`src/rtl/pipeline_pkg.sv`:
```
// ---------------------------------------------------------------------------
// pipeline_pkg
//   Shared types and defaults for the pipeline hazard controller.
//   - hz_state_e : hazard FSM states (RUN / STALL / FLUSH)
//   - sb_entry_t : one scoreboard slot {valid, is_load, rd}
//   - REG_AW_DEF / DEPTH_DEF : default register-address width and slot count
//   The scoreboard rd field is sized to RD_MAX_W so the struct can be shared
//   by any instance with REG_AW <= RD_MAX_W; narrower addresses are
//   zero-extended before storage and comparison.
// ---------------------------------------------------------------------------
package pipeline_pkg;

    localparam int REG_AW_DEF = 6;
    localparam int DEPTH_DEF  = 3;
    localparam int RD_MAX_W   = 8;

    typedef enum logic [1:0] {
        ST_RUN   = 2'd0,
        ST_STALL = 2'd1,
        ST_FLUSH = 2'd2
    } hz_state_e;

    typedef struct packed {
        logic                valid;
        logic                is_load;
        logic [RD_MAX_W-1:0] rd;
    } sb_entry_t;

endpackage

```
`src/rtl/hazard_scoreboard.sv`:
```
// ---------------------------------------------------------------------------
// hazard_scoreboard
//   Shift register of in-flight register writes plus the RAW comparators.
//   Slot 0 mirrors the ID/EX buffer, slot 1 EX/MEM, slot 2 MEM/WB.
//   Configuration macro: HAZARD_FWD_EN
//     defined   : forwarding exists, only a load sitting in slot 0 can cause
//                 a hazard (load-use).
//     undefined : every valid slot is compared against the decode sources.
//
//   Ports
//     clk, rst_n      clock, synchronous active-low reset
//     id_valid        decode holds a real instruction
//     id_rs1, id_rs2  decode source registers; id_use_rs2 qualifies rs2
//     id_rd           decode destination; id_reg_write qualifies it
//     id_mem_read     decode instruction is a load
//     advance         decode instruction moves into ID/EX this cycle
//     squash          redirect: the instruction now in ID/EX is wrong-path
//     hazard          RAW dependence against a tracked write (combinational)
// ---------------------------------------------------------------------------
module hazard_scoreboard
    import pipeline_pkg::*;
#(
    parameter int REG_AW = REG_AW_DEF,
    parameter int DEPTH  = DEPTH_DEF
) (
    input  logic              clk,
    input  logic              rst_n,
    input  logic              id_valid,
    input  logic [REG_AW-1:0] id_rs1,
    input  logic [REG_AW-1:0] id_rs2,
    input  logic              id_use_rs2,
    input  logic [REG_AW-1:0] id_rd,
    input  logic              id_reg_write,
    input  logic              id_mem_read,
    input  logic              advance,
    input  logic              squash,
    output logic              hazard
);

    sb_entry_t sb_q [DEPTH];
    sb_entry_t sb_d [DEPTH];

    logic [RD_MAX_W-1:0] rs1_x;
    logic [RD_MAX_W-1:0] rs2_x;
    logic                sb_unused;

    assign rs1_x = RD_MAX_W'(id_rs1);
    assign rs2_x = RD_MAX_W'(id_rs2);

    always_comb begin
        for (int i = 0; i < DEPTH; i++) begin
            sb_d[i] = '0;
        end
        if (id_valid && id_reg_write && advance) begin
            sb_d[0].valid   = 1'b1;
            sb_d[0].is_load = id_mem_read;
            sb_d[0].rd      = RD_MAX_W'(id_rd);
        end
        // On a redirect the current slot-0 instruction is younger than the
        // branch, so it is dropped instead of moving on to slot 1.
        for (int i = 1; i < DEPTH; i++) begin
            sb_d[i] = (i == 1 && squash) ? '0 : sb_q[i-1];
        end
    end

    always_comb begin
        hazard = 1'b0;
`ifdef HAZARD_FWD_EN
        if (id_valid && sb_q[0].valid && sb_q[0].is_load &&
            ((sb_q[0].rd == rs1_x) || (id_use_rs2 && (sb_q[0].rd == rs2_x)))) begin
            hazard = 1'b1;
        end
`else
        for (int i = 0; i < DEPTH; i++) begin
            if (id_valid && sb_q[i].valid &&
                ((sb_q[i].rd == rs1_x) || (id_use_rs2 && (sb_q[i].rd == rs2_x)))) begin
                hazard = 1'b1;
            end
        end
`endif
    end

    // Not every field is read in every configuration (is_load without
    // forwarding, older slots with forwarding); fold them into a sink.
    always_comb begin
        sb_unused = 1'b0;
        for (int i = 0; i < DEPTH; i++) begin
            sb_unused = sb_unused ^ (^sb_q[i]);
        end
    end

    always_ff @(posedge clk) begin
        if (!rst_n) begin
            for (int i = 0; i < DEPTH; i++) begin
                sb_q[i] <= '0;
            end
        end else begin
            sb_q <= sb_d;
        end
    end

endmodule

```
`src/rtl/hazard_unit.sv`:
```
// ---------------------------------------------------------------------------
// hazard_unit
//   Drives hold / bubble / flush of the IF/ID and ID/EX buffers. Stalls the
//   front end on read-after-write dependences tracked by hazard_scoreboard
//   and squashes wrong-path instructions for FLUSH_CYCLES cycles after a
//   resolved jump/branch (ex_redirect). Redirect outranks stall.
//   Configuration macro: HAZARD_FWD_EN (see hazard_scoreboard).
//
//   Ports
//     clk, rst_n         clock, synchronous active-low reset
//     id_*               decode-stage instruction fields
//     ex_redirect        one-cycle taken jump/branch pulse from EX/MEM
//     pc_hold            freeze the PC
//     if_id_hold         IF/ID keeps its contents
//     if_id_flush        IF/ID loads a NOP
//     id_ex_bubble       ID/EX loads zero control bits
//     stall_count        saturating count of stall cycles
//   All control outputs are combinational and forced low while rst_n is low.
// ---------------------------------------------------------------------------
module hazard_unit
    import pipeline_pkg::*;
#(
    parameter int REG_AW       = REG_AW_DEF,
    parameter int DEPTH        = DEPTH_DEF,
    parameter int FLUSH_CYCLES = 2,
    parameter int CNT_W        = 16
) (
    input  logic              clk,
    input  logic              rst_n,
    input  logic              id_valid,
    input  logic [REG_AW-1:0] id_rs1,
    input  logic [REG_AW-1:0] id_rs2,
    input  logic              id_use_rs2,
    input  logic [REG_AW-1:0] id_rd,
    input  logic              id_reg_write,
    input  logic              id_mem_read,
    input  logic              ex_redirect,
    output logic              pc_hold,
    output logic              if_id_hold,
    output logic              if_id_flush,
    output logic              id_ex_bubble,
    output logic [CNT_W-1:0]  stall_count
);

    // Counter holds the flush cycles still to come after the current one.
    localparam logic [2:0] FLUSH_RELOAD = 3'(FLUSH_CYCLES - 1);

    hz_state_e        state_q, state_d;
    logic [2:0]       fcnt_q, fcnt_d;
    logic [CNT_W-1:0] stall_cnt_q, stall_cnt_d;

    logic hazard;
    logic flushing;
    logic stalling;
    logic advance;

    assign flushing = ex_redirect || (state_q == ST_FLUSH);
    assign stalling = hazard && !flushing;
    assign advance  = !stalling && !flushing;

    hazard_scoreboard #(
        .REG_AW (REG_AW),
        .DEPTH  (DEPTH)
    ) u_scoreboard (
        .clk          (clk),
        .rst_n        (rst_n),
        .id_valid     (id_valid),
        .id_rs1       (id_rs1),
        .id_rs2       (id_rs2),
        .id_use_rs2   (id_use_rs2),
        .id_rd        (id_rd),
        .id_reg_write (id_reg_write),
        .id_mem_read  (id_mem_read),
        .advance      (advance),
        .squash       (ex_redirect),
        .hazard       (hazard)
    );

    always_comb begin
        state_d     = state_q;
        fcnt_d      = fcnt_q;
        stall_cnt_d = stall_cnt_q;

        if (stalling && (stall_cnt_q != '1)) begin
            stall_cnt_d = stall_cnt_q + 1'b1;
        end

        if (ex_redirect) begin
            // The pulse cycle is the first flush cycle; a single-cycle
            // flush never needs the FLUSH state.
            fcnt_d  = FLUSH_RELOAD;
            state_d = (FLUSH_RELOAD != 3'd0) ? ST_FLUSH : ST_RUN;
        end else begin
            case (state_q)
                ST_RUN: begin
                    if (hazard) begin
                        state_d = ST_STALL;
                    end
                end
                ST_STALL: begin
                    if (!hazard) begin
                        state_d = ST_RUN;
                    end
                end
                ST_FLUSH: begin
                    if (fcnt_q <= 3'd1) begin
                        state_d = ST_RUN;
                        fcnt_d  = 3'd0;
                    end else begin
                        fcnt_d = fcnt_q - 3'd1;
                    end
                end
                default: begin
                    state_d = ST_RUN;
                    fcnt_d  = 3'd0;
                end
            endcase
        end
    end

    always_ff @(posedge clk) begin
        if (!rst_n) begin
            state_q     <= ST_RUN;
            fcnt_q      <= 3'd0;
            stall_cnt_q <= '0;
        end else begin
            state_q     <= state_d;
            fcnt_q      <= fcnt_d;
            stall_cnt_q <= stall_cnt_d;
        end
    end

    assign pc_hold      = rst_n && stalling;
    assign if_id_hold   = rst_n && stalling;
    assign if_id_flush  = rst_n && flushing;
    assign id_ex_bubble = rst_n && (stalling || flushing);
    assign stall_count  = stall_cnt_q;

endmodule
```
`config.mk`:
```
export PLATFORM = sky130hd
export DESIGN_NAME = hazard_unit
export DESIGN_NICKNAME = d
export VERILOG_FILES = /design/src/rtl/pipeline_pkg.sv /design/src/rtl/hazard_scoreboard.sv /design/src/rtl/hazard_unit.sv
export SDC_FILE = /design/constraint.sdc
export NUM_CORES = 1
export LEC_CHECK = 0
export CAP_MARGIN = 20
export CORE_ASPECT_RATIO = 1.75
export CORE_MARGIN = 2
export CORE_UTILIZATION = 51
export CTS_CLUSTER_DIAMETER = 200
export DETAILED_ROUTE_END_ITERATION = 8
export PLACE_DENSITY = 0.8
export SKIP_CTS_REPAIR_TIMING = 1
export SLEW_MARGIN = 40
export SYNTH_ARGS = -nofsm -noshare
export SYNTH_HDL_FRONTEND = slang
export SYNTH_SLANG_ARGS = --single-unit
export TNS_END_PERCENT = 10
```
`constraint.sdc`:
```
create_clock -name clk -period 2.95 [get_ports clk]
set_input_delay 0.59 -clock clk [delete_from_list [all_inputs] [get_ports clk]]
set_output_delay 0.59 -clock clk [all_outputs]
set_load 0.005 [all_outputs]
```
==> summary.txt <==
worst slew margin relative to its limit = 67.7%
Tmin final = 2.76 ns
Initial Utilization = 52.5%
CP Launch Point = id_use_rs2
clock slew seen by the registers of the worst setup and hold paths = 0.08 ns
final setup vio count = 0
RR Endpoint = stall_count[9]
share of synthesized flip-flops with an asynchronous set or reset = 0%
Layout Utilization = 69.9%
GRT Total Usage = 22.7%
met1 GRT Util = 23.9%
antenna violations before repair = 0
crit path to = pc_hold
first-pass GRT wire length = 7.80 mm
final global-route overflow total = 0
post-route antenna net violation count = 0
Clock Path Buffers = 2
Pwr Total = 1150 uW
crit path max fanout = 3
Port Buffers = 43
max-cap violation count = 0
Antenna Diode Count = 0
synthesized cell area = 2140 sq um
commonest non-fill, non-tap cell in the layout = dfxtp_1
Post-Syn Instances = 235
Avg WL per Cell = 15.2 um
vias in the first global route = 1688
DP HPWL = 3.71 mm
Rows = 31
met2 Use GR = 43.4%
RSZ-0062 raised after global routing = false
I/O pin count = 45
most frequent cells in the layout = dfxtp_1, xnor2_1, clkdlybuf4s50_1, and2_1, a21oi_1
Pre-antenna DRT Iters = 4
R2R setup slack = 0.58 ns
fin. max-slew vios = 0
Worst setup SP type = primary input
EDFF count, synth = 0
worst skew pair latency = 0.29 ns
Reg2Reg Depth = 7
Hold Slack = 0.470 ns
Post-Route WL = 5.12 mm
FF-to-FF Start = stall_count[0]
# nets final = 314
core area = 4070 sq um
Initial DRC Count = 59
largest net degree at the start of global routing = 30
worst min-delay path class = flip-flop to flip-flop
part of the cycle the worst path needs = 93.4%
Static Leak = 0.00108 uW
status = finished clean
crit path DAT = 2.17 ns
VDD IR-drop max = 0.476 mV
Die ar. = 4750 sq um
CTS tree = done
post-synthesis register bit count = 42
syn_area_per_cell = 9.10 sq um
vias = 1892
Via-to-Cell Ratio = 5.63
CP Capture Type = output port
critical path class = primary input to output port
Post-Syn Nets = 263
worst-margin pin slew = 0.478 ns
area grow syn2layout = 33.2%
Max Clk Rate = 0.363 GHz
Worst EP required = 2.36 ns
proportion of layout cells with a drive suffix above 1 = 11.1%
pwr dens = 404 nW/um^2
number of buffers created by CTS = 5
htree depth = 2
Die H = 89.7 um
Ys Warns = 0
sequential fraction of the synthesis area = 39.3%
CTS Root Cell = clkbuf_8
drt drc = 0
Die Wd = 52.9 um
met3 usage = 4.14%
Worst Skew = 0.00468 ns
most common flop cell mapped by yosys = dfxtp_1
gpl congestion = 0.795
CTS sink cnt = 42
grt peak-use layer = met2
Yosys cell types = 40
final hold vios = 0
==> routing by layer <==
metal	part of all wire, %	wire length, um	vias to the layer above
li1	-	-	942
met1	37	1910	889
met2	56	2870	50
met3	4.6	237	11
met4	1.9	95	0
met5	0	0	-
==> worst max-delay path, stage by stage <==
cell             delay [ns]
clkdlybuf4s50_1        0.45
nand4_1                0.12
o22ai_2                0.07
a222oi_1               0.37
nand2b_4               0.23
buf_4                  0.12
nor3_2                 0.04
dlymetal6s2s_1         0.16
==> synthesized netlist by cell type (all sizes together) (4+ instances only) <==
| library cell | number | share of area (%) |
|---|---|---|
| inv | 4 | 0.70 |
| or4 | 14 | 5.1 |
| o31ai | 12 | 4.2 |
| nor2 | 9 | 1.6 |
| nand2b | 6 | 1.8 |
| nand4 | 11 | 3.2 |
| clkbuf | 7 | 1.7 |
| xnor2 | 36 | 15 |
| dfxtp | 42 | 39 |
| and2 | 22 | 6.6 |
| nand3 | 8 | 1.9 |
| nand2 | 14 | 2.5 |
| a21oi | 18 | 4.2 |
==> flip-flops by register name, indices dropped and copies added (netlist names) <==
name               flops
fcnt_q                 3
u_scoreboard.sb_q     14
u_scoreboard.sb_d      7
stall_count           16
state_q                2
==> through the flow <==
step | instance area (sq um) | setup TNS, ns | setup slack [ns] | cells
global placement | 2630 | -1.01 | -0.367 | 326
finish | 2850 | 0 | 0.195 | 336
detailed placement | 2630 | -1.14 | -0.424 | 326
global route | 2850 | 0 | 0.124 | 336
floorplan | 2140 | 0 | 0.432 | 235
CTS | 2740 | -1.25 | -0.461 | 334
==> cell type report <==
cell class | instances | area [sq um]
Multi-Input combinational cell | 178 | 1270
Tap cell | 49 | 61.3
Fill cell | 315 | 1220
Clock inverter | 2 | 37.5
Sequential cell | 42 | 841
Timing Repair Buffer | 54 | 551
Clock buffer | 6 | 72.6
Inverter | 5 | 18.8
==> cell families after synthesis <==
kind of cell | Yosys count | share of synthesized area, %
DFF | 42 | 39.3
and+or+nand+nor | 95 | 26.6
adders and majority gates | 3 | 1.76
buffers and inverters | 15 | 3.86
AOI/OAI and AO/OA | 42 | 12.8
muxes | 2 | 0.936
xor gates and xnor gates | 36 | 14.7
==> power by group <==
part / switching [uW] / internal [uW] / total, uW
registers: 4.30 / 571 / 575
clock network: 200 / 253 / 452
logic: 59.3 / 64.8 / 124
total: 263 / 888 / 1150
==> how the worst min path moves through the flow <==
stage	to	slack (ns)	depth (start not counted)	start
after global routing	u_scoreboard.sb_q[9]	0.50	1	u_scoreboard.sb_d[9]
final	u_scoreboard.sb_q[9]	0.47	1	u_scoreboard.sb_d[9]
after CTS	u_scoreboard.sb_q[9]	0.47	1	u_scoreboard.sb_d[9]
after floorplan	u_scoreboard.sb_d[9]	0.43	1	u_scoreboard.sb_q[29]
after detailed placement	u_scoreboard.sb_q[9]	0.44	1	u_scoreboard.sb_d[9]
after global placement	u_scoreboard.sb_q[9]	0.44	1	u_scoreboard.sb_d[9]
Power figures use the tool's default switching activity.
